<file path="config.mk">
export PLATFORM = sky130hd
export DESIGN_NAME = hazard_pipe_tracker
export DESIGN_NICKNAME = d
export VERILOG_FILES = /design/src/rtl/hazard_pipe_tracker.sv
export SDC_FILE = /design/constraint.sdc
export NUM_CORES = 1
export LEC_CHECK = 0
export ABC_CLOCK_PERIOD_IN_PS = 3400
export BUFFER_PORTS_ARGS = -buffer_cell sky130_fd_sc_hd__buf_2
export CAP_MARGIN = 5
export CORE_UTILIZATION = 35
export DETAILED_ROUTE_END_ITERATION = 7
export GPL_TIMING_DRIVEN = 0
export PLACE_DENSITY_LB_ADDON = 0.25
export SYNTH_ARGS = -nofsm -noshare
export SYNTH_HDL_FRONTEND = slang
export SYNTH_SLANG_ARGS = --single-unit
</file>
<file path="constraint.sdc">
create_clock -name clk_i -period 3.4 [get_ports clk_i]
set_clock_uncertainty 0.1 [all_clocks]
set_input_delay 0.51 -clock clk_i [delete_from_list [all_inputs] [get_ports clk_i]]
set_output_delay 0.51 -clock clk_i [all_outputs]
set_load 0.02 [all_outputs]
</file>
<file path="src/rtl/hazard_pipe_tracker.sv">
// Pipeline-register bookkeeping for a 5-stage MIPS-style core: ID/EX, EX/MEM and MEM/WB
// fields for forwarding, load-use stall detection and a saturating stall-cycle counter.
module hazard_pipe_tracker (
    input  logic        clk_i,
    input  logic        rst_i,
    input  logic        id_valid_i,
    input  logic [4:0]  id_rs_i,
    input  logic [4:0]  id_rt_i,
    input  logic [4:0]  id_rd_i,
    input  logic        id_uses_rt_i,
    input  logic        id_regdst_i,
    input  logic        id_regwrite_i,
    input  logic        id_memread_i,
    input  logic        flush_i,
    output logic [4:0]  RS_addr_IDEX_o,
    output logic [4:0]  RT_addr_IDEX_o,
    output logic [4:0]  Mux_RegDst_EXMEM_o,
    output logic [4:0]  Mux_RegDst_MEMWB_o,
    output logic        EXMEM_WB1_o,
    output logic        MEMWB_WB1_o,
    output logic        stall_o,
    output logic [15:0] stall_cnt_o
);

    logic        r_idex_valid;
    logic [4:0]  r_idex_rs;
    logic [4:0]  r_idex_rt;
    logic [4:0]  r_idex_rd;
    logic        r_idex_regdst;
    logic        r_idex_regwrite;
    logic        r_idex_memread;

    logic [4:0]  r_exmem_dest;
    logic        r_exmem_regwrite;
    logic        r_exmem_memread;

    logic [4:0]  r_memwb_dest;
    logic        r_memwb_regwrite;

    logic [15:0] r_stall_cnt;

    logic        w_stall;
    logic        w_bubble;
    logic [4:0]  w_ex_dest;
    logic        w_ex_regwrite;
    logic        w_cnt_inc;
    logic        w_unused_exmem_memread;

    // Load-use: the load in EX cannot forward its data to the ID consumer in time.
    always_comb begin
        w_stall = 1'b0;
        if (id_valid_i && r_idex_valid && r_idex_memread && (r_idex_rt != 5'd0)) begin
            w_stall = (id_rs_i == r_idex_rt) || (id_uses_rt_i && (id_rt_i == r_idex_rt));
        end
    end

    assign w_bubble      = flush_i | w_stall;
    assign w_ex_dest     = r_idex_regdst ? r_idex_rd : r_idex_rt;
    assign w_ex_regwrite = r_idex_valid & r_idex_regwrite & (w_ex_dest != 5'd0);
    // A flushed stall never happened from the core's point of view, so it is not counted.
    assign w_cnt_inc     = w_stall & ~flush_i & (r_stall_cnt != 16'hFFFF);

    always_ff @(posedge clk_i or posedge rst_i) begin
        if (rst_i) begin
            r_idex_valid    <= 1'b0;
            r_idex_rs       <= 5'd0;
            r_idex_rt       <= 5'd0;
            r_idex_rd       <= 5'd0;
            r_idex_regdst   <= 1'b0;
            r_idex_regwrite <= 1'b0;
            r_idex_memread  <= 1'b0;
        end else if (w_bubble) begin
            r_idex_valid    <= 1'b0;
            r_idex_rs       <= 5'd0;
            r_idex_rt       <= 5'd0;
            r_idex_rd       <= 5'd0;
            r_idex_regdst   <= 1'b0;
            r_idex_regwrite <= 1'b0;
            r_idex_memread  <= 1'b0;
        end else begin
            r_idex_valid    <= id_valid_i;
            r_idex_rs       <= id_rs_i;
            r_idex_rt       <= id_rt_i;
            r_idex_rd       <= id_rd_i;
            r_idex_regdst   <= id_regdst_i;
            r_idex_regwrite <= id_regwrite_i;
            r_idex_memread  <= id_memread_i;
        end
    end

    always_ff @(posedge clk_i or posedge rst_i) begin
        if (rst_i) begin
            r_exmem_dest     <= 5'd0;
            r_exmem_regwrite <= 1'b0;
            r_exmem_memread  <= 1'b0;
            r_memwb_dest     <= 5'd0;
            r_memwb_regwrite <= 1'b0;
        end else begin
            r_exmem_dest     <= w_ex_dest;
            r_exmem_regwrite <= w_ex_regwrite;
            r_exmem_memread  <= r_idex_valid & r_idex_memread;
            r_memwb_dest     <= r_exmem_dest;
            r_memwb_regwrite <= r_exmem_regwrite;
        end
    end

    always_ff @(posedge clk_i or posedge rst_i) begin
        if (rst_i) begin
            r_stall_cnt <= 16'd0;
        end else if (w_cnt_inc) begin
            r_stall_cnt <= r_stall_cnt + 16'd1;
        end
    end

    // EX/MEM memread is held for completeness of the stage; no output consumes it.
    assign w_unused_exmem_memread = r_exmem_memread;

    assign RS_addr_IDEX_o     = r_idex_rs;
    assign RT_addr_IDEX_o     = r_idex_rt;
    assign Mux_RegDst_EXMEM_o = r_exmem_dest;
    assign EXMEM_WB1_o        = r_exmem_regwrite;
    assign Mux_RegDst_MEMWB_o = r_memwb_dest;
    assign MEMWB_WB1_o        = r_memwb_regwrite;
    assign stall_o            = w_stall;
    assign stall_cnt_o        = r_stall_cnt;

endmodule
</file>
# == Word-level counts from Yosys, hierarchy flattened ==
# Cells that the tools add are included.
# W data, S select, Z words.
# totals
in_bits,23
regBits,47
wordCells,38
output_inout_bits,39
# op_classes
muxes,9
bitwise_logic,6
add_sub_neg,1
n_eq_ne,3
n_reduce_logical,7
# op_table
op,n
$mux W5,4
$add A16 B1 Y16 const B,1
$ne A16 B16 Y1 const B,1
$eq A5 B5 Y1,2
$reduce_bool A5 Y1,2
$mux W1,5
$and A1 B1 Y1,4
$logic_and A1 B1 Y1,4
$logic_or A1 B1 Y1,1
$not A1 Y1,1
$or A1 B1 Y1,1

# == Depth between registers and ports, before layout ==
# Gate-level depths: netlist of run 1.
# depth
word_depth,6
depth_mapped,8
mapped_depth_nobuf,6

# == Worst setup path before layout of run 1 ==
# No wires, ideal clock.
# synth_path
path_type,register to register
start,"register r_stall_cnt[0], in the netlist stall_cnt_o[0]"
end,"register r_stall_cnt[10], in the netlist stall_cnt_o[10]"
path_stages_with_launch,9
arrival_time_ns,1.929
synth_period_minus_slack_ns,2.160
required_ns,3.170
slack_ns,1.240
setup_ns,0.130
path_cell_list,dfrtp_1 > ha_1 > and2_2 > clkbuf_1 > a41o_1 > nor3_4 > buf_6 > nand4_1 > xnor2_1
# synth_via
elab_chain_len,2
elab_cells_between_ends,3
# synth_lines
item,line_no,text
start: declaration,40,logic [15:0] r_stall_cnt;
start signal: assignment,111,r_stall_cnt <= r_stall_cnt + 16'd1;
"parallel branches: the longest is 2 deep, another holds $add A16 B1 Y16",--,
# Parallel ways; which one is timed is not known.
# A chain may end at the register's enable or synchronous reset.

# == Worst setup path in the final report of run 1 ==
# layout_path
start,"register r_idex_rt[2], in the netlist RT_addr_IDEX_o[2]"
end,output stall_o
# layout_via
elab_chain_len,4
elab_cells_between_ends,7
# layout_lines
item,line_no,text
start: declaration,27,logic [4:0] r_idex_rt;
start signal: assignment,83,r_idex_rt <= id_rt_i;
$eq A5 B5 Y1,53,w_stall = (id_rs_i == r_idex_rt) || (id_uses_rt_i && (id_rt_i == r_idex_rt));
$logic_and A1 B1 Y1,53,
$logic_or A1 B1 Y1,53,
$mux W1 (*),52,if (id_valid_i && r_idex_valid && r_idex_memread && (r_idex_rt != 5'd0)) begin
end: declaration,21,"output logic stall_o,"
# Mark *: on every way between the ends. The rest lies on a longest branch, timed or not.

==> flow_metrics.tcl, run 1 <==
set metrics [dict create \
    viasPerCell 4.57 \
    path_delay_family "simple AND/OR/NAND/NOR gates" \
    antenna_found_initial 0 \
    dr.pass1.iters 4 \
    end_kind "primary output" \
    p_clk_share_pct 38.8 \
    yosys-top-cells-area "dfrtp_1 62%, xnor2_1 7.0%, and2_1 6.6%" \
    fill_cells 506 \
    fin_setup_tns_ns 0 \
    p_per_area_nw_per_um2 464 \
    yosysWarnings 0 \
    hp-class "reg2reg" \
    grt_pass1_wl_um 5800 \
    detail-route-antenna-nets 0 \
    critPathRequiredTime_ns 2.79 \
    postLayoutCoreUtil_pct 47.3 \
    drive_above_1_share_pct 41.7 \
    grtUsageTotal_pct 14.4 \
    cts_sinks 47 \
    fp.dieW_um 75.4 \
    grt_max_degree 40 \
    netlist_instances 140 \
    clockBufferDepth 2 \
    synth_edf_count 0 \
    cts_made_buffers 5 \
    avgSynthCellArea_um2 13.5 \
    ir_drop_uv 177 \
    power_switching_uw 265 \
    clk_latency_ns 0.30 \
    timing.final.crit_period_ns 2.48 \
    syn_nets 164 \
    ys_types 29 \
    post-dp-hpwl_um 2650 \
    cts_resized 0 \
    netlist_area_um2 1890 \
    grt_overflow 0 \
    synth_async_sr_flop_share_pct 100 \
    io_buffers 61 \
    cts-root-buf "clkbuf_8" \
    design_area_um2 2430 \
    num_rows 26 \
    setup_viol 0 \
    status "finished clean" \
    clk_pin_slew_ns 0.09 \
    cp_cell_sequence "xor2_1, nor4_1, a32oi_1, nor2_1, buf_2" \
    p_int_uw 863 \
    cp.arrival_ns 1.87 \
    cpMaxStageDelayCell "dfrtp_1" \
    nets 234 \
    die_y_um 75.4 \
    cts_tree "done" \
    post-cts-setup-buffer-count 0 \
    design.die.area_um2 5690 \
    seqPwrFrac_pct 52.5 \
    comb_power_share_pct 8.7 \
    first_global_vias 1164 \
    relSlewSlack_pct 74.0 \
    cp.buffers_inverters 1 \
    cp_max_fo 5 \
    synth-seq-area-share_pct 62.4 \
    coreArea_um2 5140 \
    regArea_um2 1180 \
    ys_seq_elements 47 \
    diodes 0 \
    gp_congestion 0.713 \
    via_count 1285 \
    yosys.area.top_type_share_pct 62.4 \
    yosysTopAreaCell "dfrtp_1" \
    maxCapViolCount 0 \
    whs_ns 0.276 \
    p_sw_share_pct 23.5 \
    p_total_uw 1130 \
    drc 0 \
    start_kind "flop" \
    start_util_pct 36.7 \
    multi_input_area_um2 668 \
    synthFlopType "dfrtp_1" \
    power_leakage_uw 0.00128 \
    syn_to_final_growth_pct 28.9 \
    max_clock_freq_mhz 403 \
    drv_slew 0 \
    crit_type "reg2out" \
    rsz0062_at_grt "no" \
    ios 62 \
    wl_per_cell_um 13.3 \
    htree_levels 2 \
    period_share_pct 73.0 \
    cpPeakStageDelay_ns 0.46 \
    dpl_cell_area_um2 2300 \
    drt_iter0_markers 55 \
    tightest_slew_ns 0.391 \
    hold_viol_final 0 \
    routed_wl_um 3740 \
]
## cell families after synthesis
| kind of cell | share of synthesized area (%) |
|---|---|
| fa+ha+maj | 0.663 |
| flops | 62.4 |
| xor+xnor | 11.6 |
| mux | 3.58 |
| compound gates | 2.32 |
| buf+inv | 2.19 |
| simple gates | 17.3 |
## Yosys cell counts (2+ instances only)
cell type,number
buf_6,2
nand4_1,7
mux2_2,6
nand3_1,5
dfrtp_1,47
and3_2,2
nand2_1,2
xnor2_1,15
and2_1,20
and3_1,4
xor2_1,10
clkbuf_1,2
nor2_1,2
## final cells by class
class,instances,area share (%)
timing repair buffer,63,13.8
multi-input combinational,87,27.5
inverter,1,0.154
sequential,47,48.4
buffer,5,1.54
clock inverter,2,1.60
tap,70,3.60
clock buffer,6,3.40
## flip-flops by register name, summed over array words and instances (netlist names)
signal,cells
r_idex_memread,1
r_idex_regdst,1
Mux_RegDst_EXMEM_o,5
r_idex_rd,5
r_idex_valid,1
RS_addr_IDEX_o,5
RT_addr_IDEX_o,5
EXMEM_WB1_o,1
MEMWB_WB1_o,1
stall_cnt_o,16
Mux_RegDst_MEMWB_o,5
r_idex_regwrite,1
## final timing paths
check                                  start                    end  slack (ns)  cells past startpoint
hold reg to reg                  EXMEM_WB1_o            MEMWB_WB1_o        0.28                      0
max in group asynchronous              rst_i           r_idex_rd[3]        2.18                      4
min in group asynchronous              rst_i  Mux_RegDst_MEMWB_o[0]        0.56                      3
setup / recovery           RT_addr_IDEX_o[2]                stall_o        0.92                      5
hold / removal                   EXMEM_WB1_o            MEMWB_WB1_o        0.28                      0
setup reg to reg              stall_cnt_o[0]        stall_cnt_o[10]        1.08                      8
## layout by cell type (no fill, tap or decap), drive strengths merged
cell type,Yosys,layout
a32oi,1,1
a41o,1,1
and2,21,21
and3,6,6
and4,2,2
buf,3,65
bufinv,0,1
clkbuf,2,8
dfrtp,47,47
dlygate4sd3,0,1
ha,1,1
inv,1,2
mux2,6,6
nand2,2,2
nand3,5,5
nand4,7,7
nor2,3,3
nor3,2,2
nor4,1,1
o2111ai,1,1
o311a,1,1
or3,1,1
or4,1,1
xnor2,15,15
xor2,10,10
## power groups by stage
stage                     logic, uW  registers [uW]  clock network, uW
after global placement         95.8             603                  0
after floorplan                37.0             621                  0
final                          98.2             592                437
after detailed placement       99.9             604                  0
after global routing            109             595                470
after CTS                       101             593                453
## metrics by stage
step,setup slack [ns],cells
after global routing,0.791,281
after global placement,1.01,271
after floorplan,1.24,140
after detailed placement,1.02,272
final,0.917,281
after CTS,0.882,281
## what timing repair did
item | CTS | global route
hold buffers | 1 | 0
endpoints found under the setup margin | 0 | 0
hold endpoints to repair | 8 | 0
## metal layers
layer	up-vias	track usage, %	wire length [um]
met4	0	7.41	77
met2	38	22.4	1780
met1	626	18.2	1670
met5	-	0	0
li1	615	-	-
met3	6	4.37	216
No activity file was read; power rests on OpenSTA's default activity.
==> run 2, diff against run 1 <==
--- a/config.mk
+++ b/config.mk
@@ -5,7 +5,7 @@
 export SDC_FILE = /design/constraint.sdc
 export NUM_CORES = 1
 export LEC_CHECK = 0
-export ABC_CLOCK_PERIOD_IN_PS = 3400
+export ABC_CLOCK_PERIOD_IN_PS = 2300
 export BUFFER_PORTS_ARGS = -buffer_cell sky130_fd_sc_hd__buf_2
 export CAP_MARGIN = 5
 export CORE_UTILIZATION = 35
==> constraint.sdc (replaced) <==
create_clock -name clk_i -period 2.3 [get_ports clk_i]
set_clock_uncertainty 0.1 [all_clocks]
set_input_delay 0.345 -clock clk_i [delete_from_list [all_inputs] [get_ports clk_i]]
set_output_delay 0.345 -clock clk_i [all_outputs]
set_load 0.02 [all_outputs]
==> flow_metrics.tcl, run 2 (synthesized netlist as in run 1, its figures left out) <==
set metrics [dict create \
    status "finished clean" \
    cp.arrival_ns 1.76 \
    mostFrequentLayoutCells "61 x buf_2, 44 x dfrtp_1, 20 x and2_1" \
    first_global_vias 1197 \
    largest_register_ffs 16 \
    grt_pass1_wl_um 5880 \
    viasPerCell 4.56 \
    timing.final.crit_period_ns 2.21 \
    finalNonFillerCells 285 \
    detail-route-antenna-nets 0 \
    num_rows 26 \
    drc 0 \
    routed_wl_um 3780 \
    io_buffers 61 \
    nets 238 \
    cpPeakStageDelay_ns 0.46 \
    hold_viol_final 0 \
    gp_congestion 0.713 \
    via_count 1301 \
    clockBufferDepth 2 \
    cpMaxStageDelayCell "dfrtp_2" \
    wl_per_cell_um 13.3 \
    tightest_slew_ns 0.330 \
    drt_iter0_markers 49 \
    relSlewSlack_pct 77.9 \
    syn_to_final_growth_pct 31.7 \
    dp_cells 272 \
    period_share_pct 96.0 \
    post-place-ws_ns -0.0212 \
    setup_viol 0 \
    fp.dieW_um 75.4 \
    cts_made_buffers 5 \
    cts-root-buf "clkbuf_8" \
    rsz0062_at_grt "no" \
    clk_latency_ns 0.30 \
    cp_max_fo 5 \
    layout_commonest_cell "buf_2" \
    grt_overflow 0 \
    cp_cell_sequence "xor2_1, nor4_2, a32oi_2, nor2_2, buf_2" \
    min_delay_path_depth 2 \
    hp-class "in2reg" \
    start_kind "flop" \
    antenna_found_initial 0 \
    drive_above_1_share_pct 46.0 \
    power_leakage_uw 0.00130 \
    crit_type "reg2out" \
    cts_sinks 47 \
    htree_levels 2 \
    critPathRequiredTime_ns 1.86 \
    ir_drop_uv 265 \
    diodes 0 \
    grt_max_degree 40 \
    p_per_area_nw_per_um2 674 \
    design.die.area_um2 5690 \
    coreArea_um2 5140 \
    drv_slew 0 \
    setup_slack_ns 0.0909 \
    maxCapViolCount 0 \
    max_clock_freq_mhz 453 \
    start_util_pct 36.7 \
    fill_cells 508 \
    die_y_um 75.4 \
    end_kind "primary output" \
    cts_tree "done" \
    post-dp-hpwl_um 2650 \
    dr.pass1.iters 4 \
    ios 62 \
    grtUsageTotal_pct 14.6 \
    rr_worst_depth 7 \
    clk_pin_slew_ns 0.09 \
    whs_ns 0.145 \
]
## run 2: path summary, 6_finish.rpt
| kind | start | end | slack, ns |
|---|---|---|---|
| setup / recovery | RT_addr_IDEX_o[3] | stall_o | 0.09 |
| hold / removal | id_rd_i[3] | r_idex_rd[3] | 0.15 |
| setup reg to reg | RT_addr_IDEX_o[3] | stall_cnt_o[1] | 0.12 |
| hold reg to reg | EXMEM_WB1_o | MEMWB_WB1_o | 0.28 |
| max in group asynchronous | rst_i | RT_addr_IDEX_o[3] | 1.23 |
| min in group asynchronous | rst_i | Mux_RegDst_MEMWB_o[0] | 0.40 |
## run 2: cell type report
cell class	instances	area (um2)	share of cell area (%)
sequential	47	1180	47.5
multi-input combinational	87	684	27.6
timing repair buffer	68	373	15.0
tap	70	87.6	3.53
clock buffer	6	82.6	3.32
clock inverter	2	38.8	1.56
buffer	4	33.8	1.36
inverter	1	3.75	0.151
## run 2: what timing repair did
item | CTS | global route
cloned | 0 | 0
buffers inserted | 3 | 2
hold buffers | 1 | 0
setup endpoints to repair | 3 | 14
hold endpoints to repair | 8 | 0
pin swaps | 2 | 2
gates resized for setup | 3 | 3
## run 2: power by group
group / switching, uW / total (uW) / internal (uW)
clock: 289 / 647 / 358
sequential: 19.3 / 876 / 857
combinational: 87.2 / 152 / 64.9
total: 395 / 1670 / 1280
## run 2: stage by stage
stage                      TNS, ns  util (%)  power [uW]  cell area [um2]
after detailed placement   -0.0352      44.7        1040             2300
after global placement    -0.00508      44.3        1030             2280
final                            0      48.3        1670             2480
after global routing             0      48.3        1740             2480
after CTS                        0      48.0        1700             2470
after floorplan                  0         -         973             1890
## run 2: worst max-delay path: cells and delay by family, from the launching register on
kind	cells	cell delay [ns]
and+or+nand+nor	2	0.47
DFF	1	0.46
buffers and inverters	1	0.19
xor gates and xnor gates	1	0.18
AOI/OAI and AO/OA	1	0.17
## run 2: per-layer routing
layer	part of all wire, %	global-route usage, %	vias to the layer above
met3	5.3	4.37	6
met4	2.0	7.41	0
met1	45	18.3	636
li1	-	-	623
met5	0	0	-
met2	47	22.9	36
==> run 3, diff against run 2 <==
--- a/config.mk
+++ b/config.mk
@@ -9,9 +9,12 @@
 export BUFFER_PORTS_ARGS = -buffer_cell sky130_fd_sc_hd__buf_2
 export CAP_MARGIN = 5
 export CORE_UTILIZATION = 35
+export CTS_BUF_LIST = sky130_fd_sc_hd__clkbuf_4
 export DETAILED_ROUTE_END_ITERATION = 7
 export GPL_TIMING_DRIVEN = 0
 export PLACE_DENSITY_LB_ADDON = 0.25
+export RECOVER_POWER = 100
 export SYNTH_ARGS = -nofsm -noshare
 export SYNTH_HDL_FRONTEND = slang
 export SYNTH_SLANG_ARGS = --single-unit
+export TNS_END_PERCENT = 20
==> flow_metrics.tcl, run 3 (synthesized netlist as in run 1, its figures left out) <==
set metrics [dict create \
    status "finished clean" \
    r2r_setup_slack_ns 0.10 \
    cts_made_buffers 5 \
    end_kind "primary output" \
    hp-class "in2reg" \
    clk_pin_slew_ns 0.13 \
    max_clock_freq_mhz 438 \
    fp.dieW_um 75.4 \
    relSlewSlack_pct 36.7 \
    design.die.area_um2 5690 \
    reg2reg_from "RT_addr_IDEX_o[3]" \
    power_switching_uw 394 \
    die_y_um 75.4 \
    coreArea_um2 5140 \
    gp_congestion 0.713 \
    nets 240 \
    htree_levels 2 \
    ios 62 \
    cts-root-buf "clkbuf_4" \
    grt_max_degree 40 \
    antenna_found_initial 0 \
    critPathRequiredTime_ns 1.86 \
    multi_input_area_um2 704 \
    mostFrequentLayoutCells "43 x dfrtp_1, 37 x clkbuf_1, 24 x buf_2" \
    p_int_uw 1150 \
    first_global_vias 1222 \
    grt_overflow 0 \
    p_total_uw 1540 \
    diodes 0 \
    drive_above_1_share_pct 29.5 \
    detail-route-antenna-nets 0 \
    start_kind "flop" \
    via_count 1307 \
    regArea_um2 1180 \
    routed_wl_um 3880 \
    dr.pass1.iters 3 \
    cts_tree "done" \
    cp.arrival_ns 1.84 \
    start_util_pct 36.7 \
    whs_ns 0.0697 \
    p_sw_share_pct 25.6 \
    grtUsageTotal_pct 14.8 \
    maxCapViolCount 0 \
    largest_register_ffs 16 \
    min_from "id_rd_i[3]" \
    min_delay_path_depth 2 \
    viasPerCell 4.55 \
    layout_commonest_cell "dfrtp_1" \
    setup_viol 0 \
    rr_worst_depth 7 \
    num_rows 26 \
    io_buffers 61 \
    grt_pass1_wl_um 5980 \
    fin_setup_tns_ns 0 \
    syn_to_final_growth_pct 28.4 \
    period_share_pct 99.3 \
    p_clk_share_pct 33.3 \
    drt_iter0_markers 37 \
    drv_slew 0 \
    min_to "r_idex_rd[3]" \
    crit_type "reg2out" \
    power_leakage_uw 0.00115 \
    drc 0 \
    cts_sinks 47 \
    hold_viol_final 0 \
    timing.final.crit_period_ns 2.28 \
    ir_drop_uv 240 \
    fill_cells 520 \
    comb_power_share_pct 9.7 \
    seqPwrFrac_pct 57.0 \
    clockBufferDepth 2 \
    wl_per_cell_um 13.5 \
    r2r-end "stall_cnt_o[1]" \
    post-dp-hpwl_um 2650 \
    tightest_slew_ns 0.949 \
    rsz0062_at_grt "yes" \
    cp_max_fo 5 \
    p_per_area_nw_per_um2 636 \
    clk_latency_ns 0.38 \
]
run 3: worst max-delay path, stage by stage, from the launching register on:
cell and delay, ns:
dfrtp_2 0.47, or4_4 0.56, o2111ai_4 0.21, nor2_2 0.07, buf_4 0.16
run 3: through the flow:
| step | cell area [um2] | cells | worst slack [ns] | util, % |
|---|---|---|---|---|
| global placement | 2280 | 271 | -0.00508 | 44.3 |
| detailed placement | 2300 | 272 | -0.0212 | 44.7 |
| finish | 2420 | 287 | 0.0171 | 47.1 |
| global route | 2420 | 287 | -0.0679 | 47.1 |
| CTS | 2450 | 286 | -0.0188 | 47.7 |
| floorplan | 1890 | 140 | 0.140 | - |
run 3: area by class of cell:
type	count	share of cell area (%)
Multi-Input combinational cell	87	29.1
Inverter	1	0.155
Sequential cell	47	48.8
Timing Repair Buffer	70	13.6
Buffer	4	1.40
Clock inverter	3	1.76
Tap cell	70	3.62
Clock buffer	5	1.55
run 3: power groups by stage:
stage                     sequential (uW)  combinational (uW)  clock, uW
after floorplan                       918                54.7          0
after global placement                891                 142          0
after detailed placement              892                 148          0
after CTS                             877                 158        524
after global routing                  883                 166        552
final                                 878                 149        513
run 3: how the worst max path moves through the flow:
| stage | slack, ns | end | from | cells after the start |
|---|---|---|---|---|
| floorplan | 0.14 | stall_cnt_o[10] | stall_cnt_o[0] | 8 |
| global placement | -0.005 | stall_cnt_o[10] | stall_cnt_o[0] | 8 |
| detailed placement | -0.02 | stall_cnt_o[10] | stall_cnt_o[0] | 8 |
| CTS | -0.02 | stall_o | RT_addr_IDEX_o[1] | 4 |
| global route | -0.07 | stall_o | RT_addr_IDEX_o[3] | 5 |
| finish | 0.02 | stall_o | RT_addr_IDEX_o[1] | 4 |
run 3: routing by layer:
metal  GRT usage (%)  wire [um]
met1            18.2       1750
met4            7.41         76
met2            23.8       1870
met5               0          0
met3            4.37        194
run 3: timing repair:
item | 4_1_cts | 5_1_grt
hold endpoints to repair | 8 | 0
pin swaps | 3 | 2
hold buffers | 1 | 0
setup endpoints to repair | 4 | 14
gates resized for setup | 9 | 2
buffers inserted | 5 | 2
